$ cat src/rtl/memoria_arbitro_pkg.sv
// Shared types and default sizes for the two-port memory arbiter.
package memoria_arbitro_pkg;
    localparam int ADDR_W_DEF = 5;
    localparam int DATA_W_DEF = 64;

    typedef enum logic [1:0] {
        IDLE    = 2'd0,
        ISSUE   = 2'd1,
        CAPTURE = 2'd2
    } state_t;
endpackage

$ cat src/rtl/memoria_arbitro_rr.sv
// Two-requester round-robin picker: one-hot grant, bit0 = A, bit1 = B.
module arbitro_rr (
    input  logic       a_req,
    input  logic       b_req,
    input  logic       last_b,
    output logic [1:0] grant
);
    always_comb begin
        grant = 2'b00;
        // On a tie, whoever was not granted last wins.
        if (a_req && b_req) grant = last_b ? 2'b01 : 2'b10;
        else if (a_req)     grant = 2'b01;
        else if (b_req)     grant = 2'b10;
    end
endmodule

$ cat src/rtl/memoria_arbitro.sv
// Arbitrates two requesters onto one external synchronous memory.
// A write occupies IDLE->ISSUE; a read IDLE->ISSUE->CAPTURE.
module memoria_arbitro
    import memoria_arbitro_pkg::*;
#(
    parameter int ADDR_W = ADDR_W_DEF,
    parameter int DATA_W = DATA_W_DEF
) (
    input  logic              clk,
    input  logic              rst_n,
    input  logic              a_req,
    input  logic              b_req,
    input  logic              a_we,
    input  logic              b_we,
    input  logic [ADDR_W-1:0] a_ads,
    input  logic [ADDR_W-1:0] b_ads,
    input  logic [DATA_W-1:0] a_din,
    input  logic [DATA_W-1:0] b_din,
    output logic              a_gnt,
    output logic              b_gnt,
    output logic              a_rvalid,
    output logic              b_rvalid,
    output logic [DATA_W-1:0] rdata,
    output logic [ADDR_W-1:0] mem_ads,
    output logic              mem_we,
    output logic [DATA_W-1:0] mem_din,
    input  logic [DATA_W-1:0] mem_dout
);
    state_t     state, state_d;
    logic       last_b;
    logic       owner_b;
    logic [1:0] grant;

    arbitro_rr u_rr (
        .a_req  (a_req),
        .b_req  (b_req),
        .last_b (last_b),
        .grant  (grant)
    );

    always_ff @(posedge clk or negedge rst_n) begin
        if (!rst_n) state <= IDLE;
        else        state <= state_d;
    end

    // mem_we holds the latched write flag while in ISSUE.
    always_comb begin
        state_d = state;
        case (state)
            IDLE:    if (grant != 2'b00) state_d = ISSUE;
            ISSUE:   state_d = mem_we ? IDLE : CAPTURE;
            CAPTURE: state_d = IDLE;
            default: state_d = IDLE;
        endcase
    end

    always_ff @(posedge clk or negedge rst_n) begin
        if (!rst_n) begin
            last_b   <= 1'b1;
            owner_b  <= 1'b0;
            a_gnt    <= 1'b0;
            b_gnt    <= 1'b0;
            a_rvalid <= 1'b0;
            b_rvalid <= 1'b0;
            mem_we   <= 1'b0;
            mem_ads  <= '0;
            mem_din  <= '0;
            rdata    <= '0;
        end else begin
            a_gnt    <= 1'b0;
            b_gnt    <= 1'b0;
            a_rvalid <= 1'b0;
            b_rvalid <= 1'b0;
            mem_we   <= 1'b0;
            case (state)
                IDLE: if (grant != 2'b00) begin
                    owner_b <= grant[1];
                    last_b  <= grant[1];
                    a_gnt   <= grant[0];
                    b_gnt   <= grant[1];
                    mem_we  <= grant[1] ? b_we  : a_we;
                    mem_ads <= grant[1] ? b_ads : a_ads;
                    mem_din <= grant[1] ? b_din : a_din;
                end
                CAPTURE: begin
                    rdata    <= mem_dout;
                    a_rvalid <= !owner_b;
                    b_rvalid <= owner_b;
                end
                default: ;
            endcase
        end
    end
endmodule

$ cat config.mk
export PLATFORM = sky130hd
export DESIGN_NAME = memoria_arbitro
export DESIGN_NICKNAME = d
export VERILOG_FILES = /design/src/rtl/memoria_arbitro_pkg.sv /design/src/rtl/memoria_arbitro_rr.sv /design/src/rtl/memoria_arbitro.sv
export SDC_FILE = /design/constraint.sdc
export NUM_CORES = 1
export LEC_CHECK = 0
export BUFFER_PORTS_ARGS = -buffer_cell sky130_fd_sc_hd__buf_2
export CORE_AREA = 2 2 133 135
export DETAILED_ROUTE_END_ITERATION = 12
export DIE_AREA = 0 0 135 137
export PLACE_DENSITY = 0.69
export SETUP_SLACK_MARGIN = 0.1
export SLEW_MARGIN = 20
export SYNTH_ARGS = -nofsm -noshare
export SYNTH_HDL_FRONTEND = slang
export SYNTH_SLANG_ARGS = --single-unit
$ cat constraint.sdc
create_clock -name clk -period 1.45 [get_ports clk]
set_input_delay 0.0725 -clock clk [delete_from_list [all_inputs] [get_ports clk]]
set_output_delay 0.0725 -clock clk [all_outputs]
set_load 0.01 [all_outputs]
After elaboration in Yosys (flattened, before gate mapping)
Index checks and enable logic that the tools add are counted.

Latch bits: 0. Bits in read-only memories: 0. Memories: 0. Input bits: 208. Output and inout bits: 138. Bits in registers: 142. Bits in writable memories: 0.

Equality and inequality tests: 3. Bitwise logic cells: 0. $mul: 0. Multiplexer cells: 18. Shift-type cells: 0. Add/sub/neg operators: 0. Divide/modulo/power cells: 0. Reductions and logical operators: 5. Magnitude comparators: 0.

Operators by type and width (count): $mux 64 (1); $mux 2 (6); $mux 1 (9); $mux 5 (1); $pmux 2 s2 (1); $eq 2x1->1 const B (1); $eq 2x2->1 const B (1); $logic_not 2->1 (1); $ne 2x2->1 const B (1); $reduce_and 2->1 (1); $reduce_bool 2->1 (1); $logic_and 1x1->1 (1); $logic_not 1->1 (1).

Depth between registers and ports, before layout
Depth after elaboration: 6. Depth in mapped cells: 6.

Modules after synthesis
From an unflattened synthesis, not the netlist that was laid out.

Cells, all modules: 384. Area, all modules: 6427.4 um^2.

By module, submodules not included: memoria_arbitro (area an instance 6408.6 um^2, times used 1, cells each 381); arbitro_rr (area an instance 18.8 um^2, times used 1, cells each 3).

Worst setup path before layout
Ideal clock, no wire load.

Kind: register to register. Start: register last_b. End: register mem_ads[0]. Clock period less this slack: 1.380 ns. Setup time: 0.081 ns. Slack: 0.070 ns. Cell stages (with the launch flop): 6. Required time: 1.369 ns. Arrival: 1.299 ns. Path buffers: 2. Path through: dfstp_2 -> a21bo_2 -> buf_2 -> clkbuf_1 -> nand2_1 -> a31oi_2.

Cells in the longest elaborated chain, start to end: 4. Elaborated cells between the ends (all ways): 5. Classes of those cells: mux: 3; reduce/logical: 2.

Ends and longest elaborated chain: from (decl) (line memoria_arbitro.sv:30) `logic last_b;`; from (signal assigned) (line memoria_arbitro.sv:78) `last_b <= grant[1];`; $mux 2 * (2 in a row) (line memoria_arbitro_rr.sv:11) `if (a_req && b_req) grant = last_b ? 2'b01 : 2'b10;`; $reduce_bool 2->1 (line memoria_arbitro.sv:76) `IDLE: if (grant != 2'b00) begin`; $reduce_and 2->1 (no source line); to (signal assigned) (line memoria_arbitro.sv:82) `mem_ads <= grant[1] ? b_ads : a_ads;`; to (decl) (line memoria_arbitro.sv:24) `output logic [ADDR_W-1:0] mem_ads,`.

Every way passes the cells marked *; elsewhere a longest branch is shown, timed or not. A chain may end at the register's enable or synchronous reset.

Final worst setup path
Start: register last_b. End: register mem_din[28].

Cells in the longest elaborated chain, start to end: 4. Elaborated cells between the ends (all ways): 5. Classes of those cells: mux: 3; reduce/logical: 2.

Ends and longest elaborated chain: $mux 2 * (2 in a row) (line memoria_arbitro_rr.sv:11); $reduce_bool 2->1 (line memoria_arbitro.sv:76); $reduce_and 2->1 (no source line); to (signal assigned) (line memoria_arbitro.sv:83) `mem_din <= grant[1] ? b_din : a_din;`; to (decl) (line memoria_arbitro.sv:26) `output logic [DATA_W-1:0] mem_din,`.

Marked as above.

==> out/metrics.json <==
{
  "synthesis": {
    "postSynth.asyncResetShare": 1.00,
    "synth-seq-area-share": 0.592,
    "synthesis.instances": 546,
    "synth_cell_types": 27,
    "mappedNetlistNets": 754,
    "avg_inst_size_synth_um2": 11.0,
    "synth.ff_latch_count": 142,
    "synth_top_area_frac": 0.588,
    "synth-edff-count": 0,
    "post_synth_instance_area_um2": 6000,
    "synth_flop_cell": "dfrtp_1",
    "synth_common_cells": "dfrtp_1 (141), nand2_1 (141), a21oi_1 (69)",
    "synth_top_cells_by_area": "dfrtp_1 (59%), mux2_2 (9.8%), nand2_1 (8.8%), a31oi_1 (6.3%), a21oi_1 (5.8%)",
    "yosysTopAreaCell": "dfrtp_1",
    "warnings_from_yosys": 0
  },
  "timing": {
    "slew_violations": 0,
    "timing.setup.tns_ns": 0,
    "layout_worst_path_cycle_share": 0.961,
    "max_slew.worst_pin.slew_ns": 0.509,
    "setup-violations-final": 0,
    "rsz_0062_raised_after_global_routing": "true",
    "maxClockFrequency_mhz": 717,
    "fin_skew_ns": 0.0107,
    "timing.final.hold_violations": 0,
    "finalCriticalPeriod_ns": 1.39,
    "slew_headroom": 0.660,
    "setup_slack_ns": 0.0559
  },
  "setup_path": {
    "reg2reg_slack_ns": 0.06,
    "timing.rr.start": "last_b",
    "r2r-end": "mem_din[28]",
    "worstPathRequired_ns": 1.77,
    "worst-setup-path-type": "reg2reg",
    "timing.reg2reg.worst_path_depth": 4,
    "critPathLaunchType": "flip-flop",
    "critical_path_arrival_ns": 1.71,
    "critical_path.max_fanout": 25,
    "setup.worst_path.end_class": "flip-flop"
  },
  "final_layout": {
    "fin_nets": 1304,
    "final_layout_size_suffix_gt1_frac": 0.426,
    "antenna-diode-count": 0,
    "postLayoutCellArea_um2": 10900,
    "finished_core_util": 0.641,
    "flow.area_growth_from_synthesis_pct": 82.2
  },
  "power_and_ir_drop": {
    "combinationalPowerShare": 0.441,
    "peak_supply_drop_mv": 1.13,
    "p_clk_frac": 0.215,
    "power_internal_w": 0.0130,
    "swShare": 0.374,
    "p_seq_frac": 0.344,
    "cellLeakagePower_nw": 5.25,
    "power.net_switching_w": 0.00779,
    "power.density_nw_per_um2": 1900
  },
  "clock_network": {
    "maximum_count_of_clock_buffers_along_a_single_path": 2,
    "clock-root-buffer": "clkbuf_16",
    "htree_depth": 4,
    "tritoncts.num_buffers": 17,
    "clk-insertion-delay-late_ns": 0.42,
    "clk_pin_slew_ns": 0.07,
    "cts.sinks": 142,
    "clock_tree_from_tritoncts": "yes"
  },
  "placement": {
    "hpwlAfterDp_um": 13400,
    "dpl_cell_area_um2": 8060,
    "gp_congestion": 0.778,
    "dp_slack_ns": 0.0753,
    "buffers_added_on_ports": 345
  },
  "grt": {
    "globalRoute.totalOverflow": 0,
    "grt_start_max_net_pins": 73,
    "first_global_vias": 6941,
    "first_pass_grt_wire_length_um": 34900,
    "grt_antenna_before_repair": 2,
    "groute.usage.overall": 0.243
  },
  "route": {
    "drt-initial-drc-count": 396,
    "ant_nets": 0,
    "drt_pre_antenna_iters": 5,
    "routed_via_density": 5.00,
    "avgRoutedWirePerCell_um": 18.1,
    "dr_total_vias": 6676,
    "drcViolationCount": 0,
    "drt_wl_total_um": 24200
  },
  "min_path": {
    "hp-class": "in2reg",
    "hold_start": "a_req",
    "min_path_cells": 3,
    "worstHoldEndpoint": "last_b"
  },
  "floorplanning": {
    "placeableCoreArea_um2": 17100,
    "floorplan.initialDensity": 0.352,
    "fp.dieArea_um2": 18500,
    "die_x_um": 135,
    "row_count": 48,
    "die-height_um": 137,
    "io_pins": 346
  },
  "job": {
    "max_cap_viol_count": 0
  },
  "status": {
    "outcome": "completed"
  }
}
## per-stage QoR
step / total power (W) / hold slack, ns / cells
2_1_floorplan: 0.0116 / -0.223 / 546
3_3_place_gp: 0.0149 / -0.0238 / 1090
3_5_place_dp: 0.0151 / -0.0241 / 1090
4_1_cts: 0.0202 / 0.0229 / 1329
5_1_grt: 0.0219 / 0.0590 / 1334
6_report: 0.0208 / 0.0475 / 1334
## worst max path at each step
stage / to / cells after the start / startpoint / slack [ns]
3_3_place_gp: owner_b / 4 / last_b / 0.10
3_5_place_dp: mem_din[36] / 4 / last_b / 0.08
5_1_grt: rdata[57] / 3 / state[0] / 0.03
4_1_cts: owner_b / 4 / last_b / 0.07
6_report: mem_din[28] / 4 / last_b / 0.06
2_1_floorplan: mem_din[10] / 5 / last_b / 0.09
## flip-flops by register name, indices dropped and copies added (netlist names)
name and count:
b_rvalid 1, a_rvalid 1, state 2, mem_ads 5, owner_b 1, b_gnt 1
mem_we 1, last_b 1, mem_din 64, rdata 64, a_gnt 1
## power groups by stage
stage | clock [W] | sequential [W] | combinational, W
after floorplan | 0 | 0.00794 | 0.00365
after global placement | 0 | 0.00701 | 0.00789
after detailed placement | 0 | 0.00707 | 0.00803
after CTS | 0.00455 | 0.00704 | 0.00862
after global routing | 0.00473 | 0.00736 | 0.00983
final | 0.00448 | 0.00716 | 0.00919
## per-layer routing
metal | vias up | track usage | wire length, um
met5 | - | 0 | 27
met4 | 4 | 0.126 | 925
met3 | 80 | 0.0626 | 1920
met2 | 414 | 0.432 | 12400
met1 | 3169 | 0.268 | 8840
li1 | 3009 | - | -
## layout by cell type, fill, tap and decap left out, drive strengths merged, types with 2 or more instances in the layout
cell | netlist | layout
buf | 20 | 366
dlygate4sd3 | 0 | 205
nand2 | 141 | 141
dfrtp | 141 | 141
a21oi | 69 | 69
a31oi | 69 | 69
mux2 | 64 | 64
clkbuf | 25 | 22
inv | 1 | 8
clkinvlp | 0 | 4
nor2 | 3 | 3
bufinv | 0 | 2
a21boi | 2 | 2
## timing repair
action	in CTS	in global routing
buffers inserted	1	1
gates resized for setup	2	18
pin swaps	0	0
hold endpoints to repair	276	0
endpoints found under the setup margin	41	117
cloned	1	4
hold buffers	205	0
## area by class of cell
type                       count  area (um^2)
fill                        1244         6120
timing repair buffer         576         4220
sequential                   142         3560
multi-input combinational    358         2270
clock buffer                  18          429
tap                          225          282
clock inverter                14          173
inverter                       1         3.75
## worst max-delay path, stage by stage (launching register included)
cell and delay [ns]:
dfstp_2 0.58, a21bo_4 0.20, clkbuf_16 0.22, nand2_1 0.07, a31oi_1 0.22
## cell families (layout without fill, tap and decap cells)
kind of cell,count (synthesis),in the layout,share of synthesized area
AOI/OAI and AO/OA,143,143,0.146
buffers and inverters,46,609,0.0430
DFF,142,142,0.592
muxes,64,64,0.120
and+or+nand+nor,151,151,0.0982
No activity file was read; power rests on OpenSTA's default activity.
